==> config.mk <==
export PLATFORM = sky130hd
export DESIGN_NAME = button_press_3s
export DESIGN_NICKNAME = d
export VERILOG_FILES = /design/src/rtl/button_press_3s.sv
export SDC_FILE = /design/constraint.sdc
export NUM_CORES = 1
export LEC_CHECK = 0
export ABC_AREA = 1
export CORE_ASPECT_RATIO = 1.25
export CORE_UTILIZATION = 47
export DETAILED_ROUTE_END_ITERATION = 7
export PLACE_DENSITY = 0.74
export RECOVER_POWER = 100
export SETUP_SLACK_MARGIN = 0.1
export SLEW_MARGIN = 20
export SYNTH_ARGS = -nofsm -noshare
export SYNTH_HDL_FRONTEND = slang
export SYNTH_SLANG_ARGS = --single-unit
==> constraint.sdc <==
create_clock -name clk_in -period 1.9 [get_ports clk_in]
set_input_delay 0.19 -clock clk_in [delete_from_list [all_inputs] [get_ports clk_in]]
set_output_delay 0.19 -clock clk_in [all_outputs]
set_load 0.005 [all_outputs]
==> src/rtl/button_press_3s.sv <==
// -----------------------------------------------------------------------------
// button_press_3s
//
// Long-press detector. While the button is held, a prescaler divides clk_in
// down to a hold-timer tick (CLK_FREQ_HZ / TICK_HZ cycles per tick) and a
// 4-bit tick counter climbs toward HOLD_TICKS, where it saturates. The
// long-press indication is asserted whenever the counter sits at HOLD_TICKS.
// Any release, however short, restarts timing from zero.
//
// Build option:
//   BUTTON_PRESS_SYNC_EN - when defined, the raw button level passes through
//                          a two-flop synchronizer before use (adds exactly
//                          two cycles of latency). Undefined: used directly.
//
// Parameters:
//   CLK_FREQ_HZ - input clock frequency in Hz
//   TICK_HZ     - hold-timer tick rate in Hz
//   HOLD_TICKS  - ticks needed for a valid long press (1..15)
//
// Ports:
//   clk_in - system clock, all state updates on its rising edge
//   rst    - asynchronous active-high reset
//   button - raw push-button level, 1 = pressed
//   out    - 1 when the button has been held for at least HOLD_TICKS ticks
//   count  - current hold-tick count (mirror of the internal counter)
// -----------------------------------------------------------------------------
module button_press_3s #(
    parameter int CLK_FREQ_HZ = 50_000_000,
    parameter int TICK_HZ     = 4,
    parameter int HOLD_TICKS  = 12
) (
    input  logic       clk_in,
    input  logic       rst,
    input  logic       button,
    output logic       out,
    output logic [3:0] count
);

    // Clock cycles per hold-timer tick; must be at least 2.
    localparam int DIV   = CLK_FREQ_HZ / TICK_HZ;
    // Width that holds DIV-1 (for DIV >= 2, $clog2(DIV) bits suffice).
    localparam int DIV_W = (DIV > 1) ? $clog2(DIV) : 1;

    localparam logic [DIV_W-1:0] DIV_MAX  = DIV_W'(DIV - 1);
    localparam logic [DIV_W-1:0] DIV_ZERO = {DIV_W{1'b0}};
    localparam logic [DIV_W-1:0] DIV_ONE  = DIV_W'(1);
    localparam logic [3:0]       HOLD_MAX = 4'(HOLD_TICKS);

    logic             btn_s;
    logic [DIV_W-1:0] div;
    logic [3:0]       counter;

`ifdef BUTTON_PRESS_SYNC_EN
    logic sync1;
    logic sync2;

    // Two-flop synchronizer bringing the asynchronous button into clk_in.
    always_ff @(posedge clk_in or posedge rst) begin
        if (rst) begin
            sync1 <= 1'b0;
            sync2 <= 1'b0;
        end else begin
            sync1 <= button;
            sync2 <= sync1;
        end
    end

    assign btn_s = sync2;
`else
    assign btn_s = button;
`endif

    // Prescaler and saturating hold-tick counter; a released button clears
    // both so partial presses never accumulate.
    always_ff @(posedge clk_in or posedge rst) begin
        if (rst) begin
            div     <= DIV_ZERO;
            counter <= 4'd0;
        end else if (!btn_s) begin
            div     <= DIV_ZERO;
            counter <= 4'd0;
        end else if (div == DIV_MAX) begin
            div <= DIV_ZERO;
            if (counter < HOLD_MAX) begin
                counter <= counter + 4'd1;
            end else begin
                counter <= counter;
            end
        end else begin
            div     <= div + DIV_ONE;
            counter <= counter;
        end
    end

    // Long-press decode straight from the counter register.
    always_comb begin
        out = 1'b0;
        if (counter == HOLD_MAX) begin
            out = 1'b1;
        end else begin
            out = 1'b0;
        end
    end

    assign count = counter;

endmodule

-- Yosys cells after proc, flatten, opt, wreduce, memory -nomap -nowiden
Cells that the tools add are included.
Widths: inputs -> output; s select.
- add/subtract/negate cells: 2
- order comparisons: 1
- equality and inequality tests: 4
- multiplexer cells: 6
- reduce and logical (&&, ||, !) cells: 1
- operators with widths (cell ; number):
    $mux 24 ; 2
    $add 24x1->24 const B ; 1
    $eq 24x24->1 const B ; 1
    $mux 4 ; 3
    $add 4x1->4 const B ; 1
    $eq 4x4->1 const B ; 1
    $lt 4x4->1 const B ; 1
    $ne 2x1->1 const B ; 2
    $reduce_and 2->1 ; 1
    $mux 1 ; 1
- register bits: 28
- output and inout bits: 5
- word-level logic and storage cells: 16

-- Logic depth before layout (Yosys ltp)
Gate-level depths: netlist (run 1).
- depth after elaboration: 4
- depth in mapped cells: 10

-- Worst setup path before layout (run 1)
OpenSTA, ideal clock, no wires.
- path kind: reg-to-reg
- start point: register div[0]
- end point: register div[13]
- library setup time: 0.118 ns
- arrival time: 1.273 ns
- data required time: 1.782 ns
- slack: 0.510 ns
- cell stages (with the launch flop): 10
- clock period less this slack: 1.390 ns
- path through: dfrtp_1 > ha_1 > nand3_2 > nor2_2 > nand3_2 > nand2_4 > inv_2 > buf_6 > nand2_1 > nor2_2
- cells in the longest elaborated chain, start to end: 3
- RTL lines (element ; RTL line ; text):
    from (decl) ; 50 ; logic [DIV_W-1:0] div;
    from (signal assigned) ; 90 ; div <= div + DIV_ONE;
    $add 24x1->24 / $eq 24x24->1 (equally long branches) ; 90, 82 ;
    $mux 24 * ; 82 ; end else if (div == DIV_MAX) begin
    $mux 24 * ; 79 ; end else if (!btn_s) begin
Every way passes the cells marked *; elsewhere a longest branch is shown, timed or not.
A chain may end at the register's enable or synchronous reset.

-- Final worst setup path (run 1)
- start point: register counter[0] (netlist: count[0])
- end point: output port count[0]
- RTL lines (element ; RTL line ; text):
    from (decl) ; 51 ; logic [3:0] counter;
    from (signal assigned) ; 85 ; counter <= counter + 4'd1;
    from (signal assigned) ; 87 ; counter <= counter;
    from (signal assigned) ; 91 ; counter <= counter;
    to (decl) ; 36 ; output logic [3:0] count
No word-level cell between the ends.

==> impl_metrics.json, run 1 <==
{
  "status": "finished clean",
  "startpoint_type": "flip-flop",
  "hold_end": "div[0]$_DFF_PP0_",
  "crit_slowest_cell": "dlygate4sd3_1",
  "vias_per_cell": 4.97,
  "path_delay_family": "buffers and inverters",
  "hold_depth": 1,
  "finalCriticalPeriod_ps": 1590,
  "rsz0062_at_grt": "no",
  "synth_top_family_by_area": "simple AND/OR/NAND/NOR gates",
  "wl_per_cell_um": 11.6,
  "hp-class": "reg2reg",
  "grt_pass1_vias": 1414,
  "gp_congestion": 0.797,
  "cts_made_buffers": 3,
  "ys_warn_count": 0,
  "tns_ps": 0,
  "fmaxAchievable_mhz": 627,
  "cp.required_ps": 1710,
  "power_density_mw_per_mm2": 611,
  "vdd_drop_max_uv": 462,
  "synthSimpleGateAreaFrac_pct": 46.7,
  "skew_ps": 8.91,
  "p_leak_nw": 0.870,
  "cp_max_fo": 3,
  "yosys-mux-area-fraction_pct": 0,
  "fillers": 353,
  "start_util_pct": 49.9,
  "cts.sinks": 28,
  "wl_met2_mm": 1.70,
  "syn_to_final_growth_pct": 9.97,
  "grt_pass1_wl_mm": 6.38,
  "wl_mm": 3.60,
  "r2r_end": "div[20]$_DFF_PP0_",
  "regToRegSetupSlack_ps": 380,
  "drc": 0,
  "grtUsageTotal_pct": 20.7,
  "syn_area_mm2": 0.00177,
  "syn_avg_cell_area_um2": 6.83,
  "antenna_found_initial": 0,
  "htreeDepth": 1,
  "clockBufferDepth": 2,
  "cts-root-buf": "clkbuf_8",
  "rr_worst_depth": 8,
  "gr-total-overflow": 0,
  "core_area_mm2": 0.00354,
  "cts_tree": "yes",
  "ant_nets": 0,
  "fin_ws_ps": 305,
  "fin_nets": 278,
  "postSynthCellCount": 259,
  "wl_met3_um": 70,
  "die_area_mm2": 0.00402,
  "setup_viol": 0,
  "detailed_place_hpwl_mm": 2.73,
  "critical_path_class": "reg2out",
  "clk_pin_slew_worst_paths_ps": 100,
  "period_share_pct": 83.9,
  "path_cells": "buf_4, dlygate4sd3_1",
  "drt_iter0_drc": 43,
  "drive_above_1_share_pct": 8.86,
  "regArea_um2": 701,
  "rr_startpoint": "div[0]$_DFF_PP0_",
  "worst_pin_slew_ps": 699,
  "multi_input_area_um2": 911,
  "synth_xor_area_share_pct": 2.48,
  "ys_ff_latch": 28,
  "synth_compound_area_share_pct": 1.13,
  "p_total_mw": 1.19,
  "synth_adder_area_share_pct": 2.12,
  "cts-hold-fix-buffers": 0,
  "syn_nets": 265,
  "seq_area_frac_synth_pct": 39.6,
  "vias": 1540,
  "hold_start": "div[0]$_DFF_PP0_",
  "top_layer_used": "met4",
  "rows": 24,
  "n_antenna_cell": 0,
  "worst-path-buf-inv": 2,
  "clk_latency_ps": 280,
  "critPathCaptureType": "primary output",
  "fp.dieW_um": 56.9,
  "drt-met1-wl_mm": 1.76,
  "hold_viol_final": 0,
  "maxCapViolations": 0,
  "dr.pass1.iters": 4,
  "crit_arrival_ps": 1400,
  "ios": 8,
  "max_slew_margin_pct": 53.4,
  "synth_cell_types": 22,
  "slowest_delay_ps": 560,
  "slew_violations": 0,
  "grt_start_max_net_pins": 29,
  "io_buffer_count": 7,
  "fp.dieH_um": 70.6,
  "place_ws_ps": 310
}
==> worst reg2reg max path, cell delays in order, from the launching register on <==
cell and delay [ps]:
dfrtp_1 420, ha_1 210, nand2_1 130, nor2_4 200, nand3_1 150, nor2_1 150, nand2_1 60, nand2_1 60
nor2_1 40
==> sequential cells by signal, summed over array words and instances (netlist names) <==
name,count
count,4
div,24
==> area by class of cell <==
| type | count | area share (%) |
|---|---|---|
| clock inverters | 1 | 1.54 |
| repair buffers | 10 | 4.63 |
| well taps | 39 | 2.51 |
| clock buffers | 3 | 2.12 |
| multi-input cells | 196 | 46.8 |
| inverters | 33 | 6.37 |
| flip-flops and latches | 28 | 36.0 |
==> metal layers <==
layer  vias up  GRT usage [%]
met5         -              0
met4         0           8.94
met3         5           1.65
met2        16           33.2
met1       710           28.9
li1        809              -
==> cells in the mapped netlist (all sizes together) <==
| library cell | n | area [um^2] |
|---|---|---|
| a21oi | 4 | 20.0 |
| and2 | 3 | 21.3 |
| buf | 2 | 16.3 |
| clkinv | 1 | 3.75 |
| dfrtp | 28 | 701 |
| ha | 3 | 37.5 |
| inv | 32 | 120 |
| nand2 | 72 | 290 |
| nand3 | 26 | 145 |
| nor2 | 76 | 330 |
| nor3 | 5 | 25.0 |
| nor3b | 2 | 15.0 |
| xnor2 | 3 | 26.3 |
| xor2 | 2 | 17.5 |
==> cells by family after synthesis <==
| kind of cell | Yosys count |
|---|---|
| fa+ha+maj | 3 |
| simple gates | 184 |
| xor+xnor | 5 |
| flops | 28 |
| compound gates | 4 |
| buf+inv | 35 |
==> report_power, final <==
part / switching, mW / internal [mW]
Clock: 0.194 / 0.283
Combinational: 0.0508 / 0.0379
Sequential: 0.0155 / 0.608
==> timing repair <==
action | 4_1_cts | 5_1_grt
gates resized for setup | 0 | 1
endpoints found under the hold margin | 0 | 0
setup endpoints to repair | 0 | 1
buffers inserted | 0 | 2
==> worst max path at each step <==
stage	slack, ps	cells past startpoint	end	startpoint
3_3_place_gp	290	5	count[2]$_DFFE_PP0P_	button
3_5_place_dp	310	5	count[2]$_DFFE_PP0P_	button
2_1_floorplan	510	9	div[13]$_DFF_PP0_	div[0]$_DFF_PP0_
4_1_cts	110	5	out	count[0]$_DFFE_PP0P_
5_1_grt	160	8	div[20]$_DFF_PP0_	div[0]$_DFF_PP0_
6_report	310	2	count[0]	count[0]$_DFFE_PP0P_
==> through the flow <==
| step | instance area, um^2 | hold WS (ps) | utilization (%) | std cells |
|---|---|---|---|---|
| global placement | 1880 | 484 | 53.0 | 304 |
| CTS | 1950 | 271 | 55.0 | 308 |
| finish | 1950 | 507 | 54.9 | 310 |
| floorplan | 1770 | 255 | - | 259 |
| detailed placement | 1880 | 499 | 53.0 | 304 |
| global route | 1950 | 544 | 54.9 | 310 |
==> layout by cell type (no fill, tap or decap) <==
cell | Yosys | final
nand2_4 | 1 | 1
xor2_1 | 2 | 2
inv_1 | 29 | 29
and2_1 | 2 | 2
buf_4 | 0 | 2
and2_4 | 1 | 1
nor2_1 | 66 | 67
dlygate4sd3_1 | 0 | 6
clkinv_1 | 1 | 1
clkbuf_2 | 0 | 1
bufinv_16 | 0 | 1
inv_2 | 3 | 3
nand2_2 | 5 | 1
clkbuf_8 | 0 | 3
a21oi_1 | 4 | 4
clkdlybuf4s25_1 | 0 | 1
xnor2_1 | 3 | 3
dfrtp_1 | 28 | 28
nor2_2 | 6 | 5
nor3b_1 | 2 | 2
nor3_1 | 5 | 5
nand3_1 | 23 | 24
ha_1 | 3 | 3
nand2_1 | 66 | 70
nor2_4 | 4 | 4
nand3_2 | 3 | 2
Note: power is estimated with default switching activity, not from simulation.
==> run 2: changes to the inputs <==
clock period = 1.49 ns   (was 1.9 ns; I/O delays follow)
==> run 2 against run 1 <==
Register-to-register slack worse by 280 ps. Largest cell class unchanged. Critical path type is now reg2reg. Critical endpoint is now div[22]$_DFF_PP0_. Combinational power up 51%. Sequential share of layout area down 2.6 points. Hold slack worse by 11 ps. Non-clock buffer count up 12. Global-route usage about the same. Total power up 29%. First-iteration DRC count up 51%.
==> impl_metrics.json, run 2 (same netlist as run 1, synthesis figures left out) <==
{
  "vias": 1612,
  "maxCapViolations": 0,
  "gp_congestion": 0.901,
  "ant_nets": 0,
  "power_density_mw_per_mm2": 725,
  "syn_to_final_growth_pct": 19.2,
  "clk_latency_ps": 280,
  "htreeDepth": 1,
  "detailed_place_hpwl_mm": 2.89,
  "core_area_mm2": 0.00354,
  "cp.required_ps": 1660,
  "final_common_cell": "nand2_1",
  "fp.dieW_um": 56.9,
  "dr.pass1.iters": 4,
  "setup_viol": 0,
  "max_slew_margin_pct": 54.9,
  "io_buffer_count": 7,
  "regArea_um2": 704,
  "fin_ws_ps": 95.3,
  "tns_ps": 0,
  "drive_above_1_share_pct": 20.1,
  "fillers": 327,
  "rows": 24,
  "grt_pass1_vias": 1496,
  "rsz0062_at_grt": "yes",
  "place_ws_ps": 33.0,
  "grt_start_max_net_pins": 29,
  "cts_tree": "yes",
  "grt_pass1_wl_mm": 6.53,
  "fmaxAchievable_mhz": 717,
  "r2r_end": "div[22]$_DFF_PP0_",
  "clockBufferDepth": 2,
  "startpoint_type": "flip-flop",
  "placed_area_mm2": 0.00196,
  "skew_ps": 5.07,
  "wl_per_cell_um": 12.0,
  "regToRegSetupSlack_ps": 100,
  "critical_path_class": "reg2reg",
  "crit_path_end": "div[22]$_DFF_PP0_",
  "startpoint": "div[13]$_DFF_PP0_",
  "antenna_found_initial": 0,
  "gr-total-overflow": 0,
  "rr_startpoint": "div[13]$_DFF_PP0_",
  "worst_pin_slew_ps": 676,
  "place_inst": 315,
  "largest_reg_flops": 24,
  "fp.dieH_um": 70.6,
  "vdd_drop_max_uv": 560,
  "clk_pin_slew_worst_paths_ps": 100,
  "largest-register": "div",
  "cts_made_buffers": 3,
  "drc": 0,
  "hold_viol_final": 0,
  "period_share_pct": 93.6,
  "cts-root-buf": "clkbuf_8",
  "hp-class": "in2async",
  "vias_per_cell": 5.01,
  "path_cells": "nand2_1, nor2_1, clkbuf_1, nand2_1, nor2_1, nand3_1, nand2_1, nor2_1",
  "crit_slowest_cell": "dfrtp_1",
  "start_util_pct": 49.9,
  "slew_violations": 0,
  "critPathCaptureType": "flip-flop",
  "fin_area_mm2": 0.00211,
  "mostFrequentLayoutCells": "nand2_1, nor2_1, inv_1",
  "die_area_mm2": 0.00402,
  "layout.cells.non_filler": 322,
  "status": "finished clean",
  "cts-hold-fix-buffers": 0,
  "cts.sinks": 28,
  "drt_iter0_drc": 65,
  "crit_arrival_ps": 1560,
  "wl_mm": 3.86,
  "utilization_pct": 59.5,
  "finalCriticalPeriod_ps": 1390,
  "ios": 8,
  "multi_input_area_um2": 987,
  "p_leak_nw": 0.922,
  "grtUsageTotal_pct": 20.7,
  "cp_max_fo": 4,
  "slowest_delay_ps": 400,
  "fin_nets": 290,
  "n_antenna_cell": 0,
  "rr_worst_depth": 8
}
## run 2: cell types whose count changed in the layout (fill, tap and decap cells not counted), moves of 4 or more
cell           before  now
dlygate4sd3_1       6    2
buf_4               2    9
nand2_1            70   63
nor2_1             67   59
nor2_2              5   12
nand2_2             1    9
## run 2: worst min-delay path by stage
stage | start | cells past startpoint | end
2_1_floorplan | rst | 1 | count[0]$_DFFE_PP0P_
3_3_place_gp | div[0]$_DFF_PP0_ | 2 | div[0]$_DFF_PP0_
3_5_place_dp | div[0]$_DFF_PP0_ | 2 | div[0]$_DFF_PP0_
4_1_cts | rst | 3 | div[6]$_DFF_PP0_
5_1_grt | rst | 3 | div[1]$_DFF_PP0_
6_report | rst | 3 | count[3]$_DFFE_PP0P_
## run 2: per-stage QoR
step,total power [mW],hold WS [ps]
after detailed placement,0.944,542
after CTS,1.54,240
final,1.53,496
after global placement,0.943,530
after global routing,1.60,565
after floorplan,0.881,214
## run 2: power breakdown
group	switching, mW	internal (mW)
registers	0.0145	0.776
clock network	0.245	0.360
logic	0.0765	0.0580
total	0.336	1.19
## run 2: per-layer routing
layer	GRT usage (%)	wire, um	part of all wire (%)
met3	1.10	91	2.4
met2	34.4	1910	49
met1	28.6	1800	46
met4	8.13	65	1.7
met5	0	0	0
## run 2: area by class of cell
class / count / share of cell area (%)
flip-flops and latches: 28 / 33.4
inverters: 33 / 6.11
well taps: 39 / 2.31
clock buffers: 3 / 1.96
repair buffers: 22 / 8.01
multi-input cells: 196 / 46.8
clock inverters: 1 / 1.42
## run 2: timing repair
| item | in CTS | in global routing |
|---|---|---|
| pin swaps | 1 | 3 |
| buffers inserted | 1 | 2 |
| resized for setup | 7 | 25 |
| setup endpoints to repair | 9 | 27 |
## run 2: critical path: cells and delay by family, from the launching register on
kind	cells	cell delay, ps
flops	1	400
simple gates	7	700
buf+inv	1	180
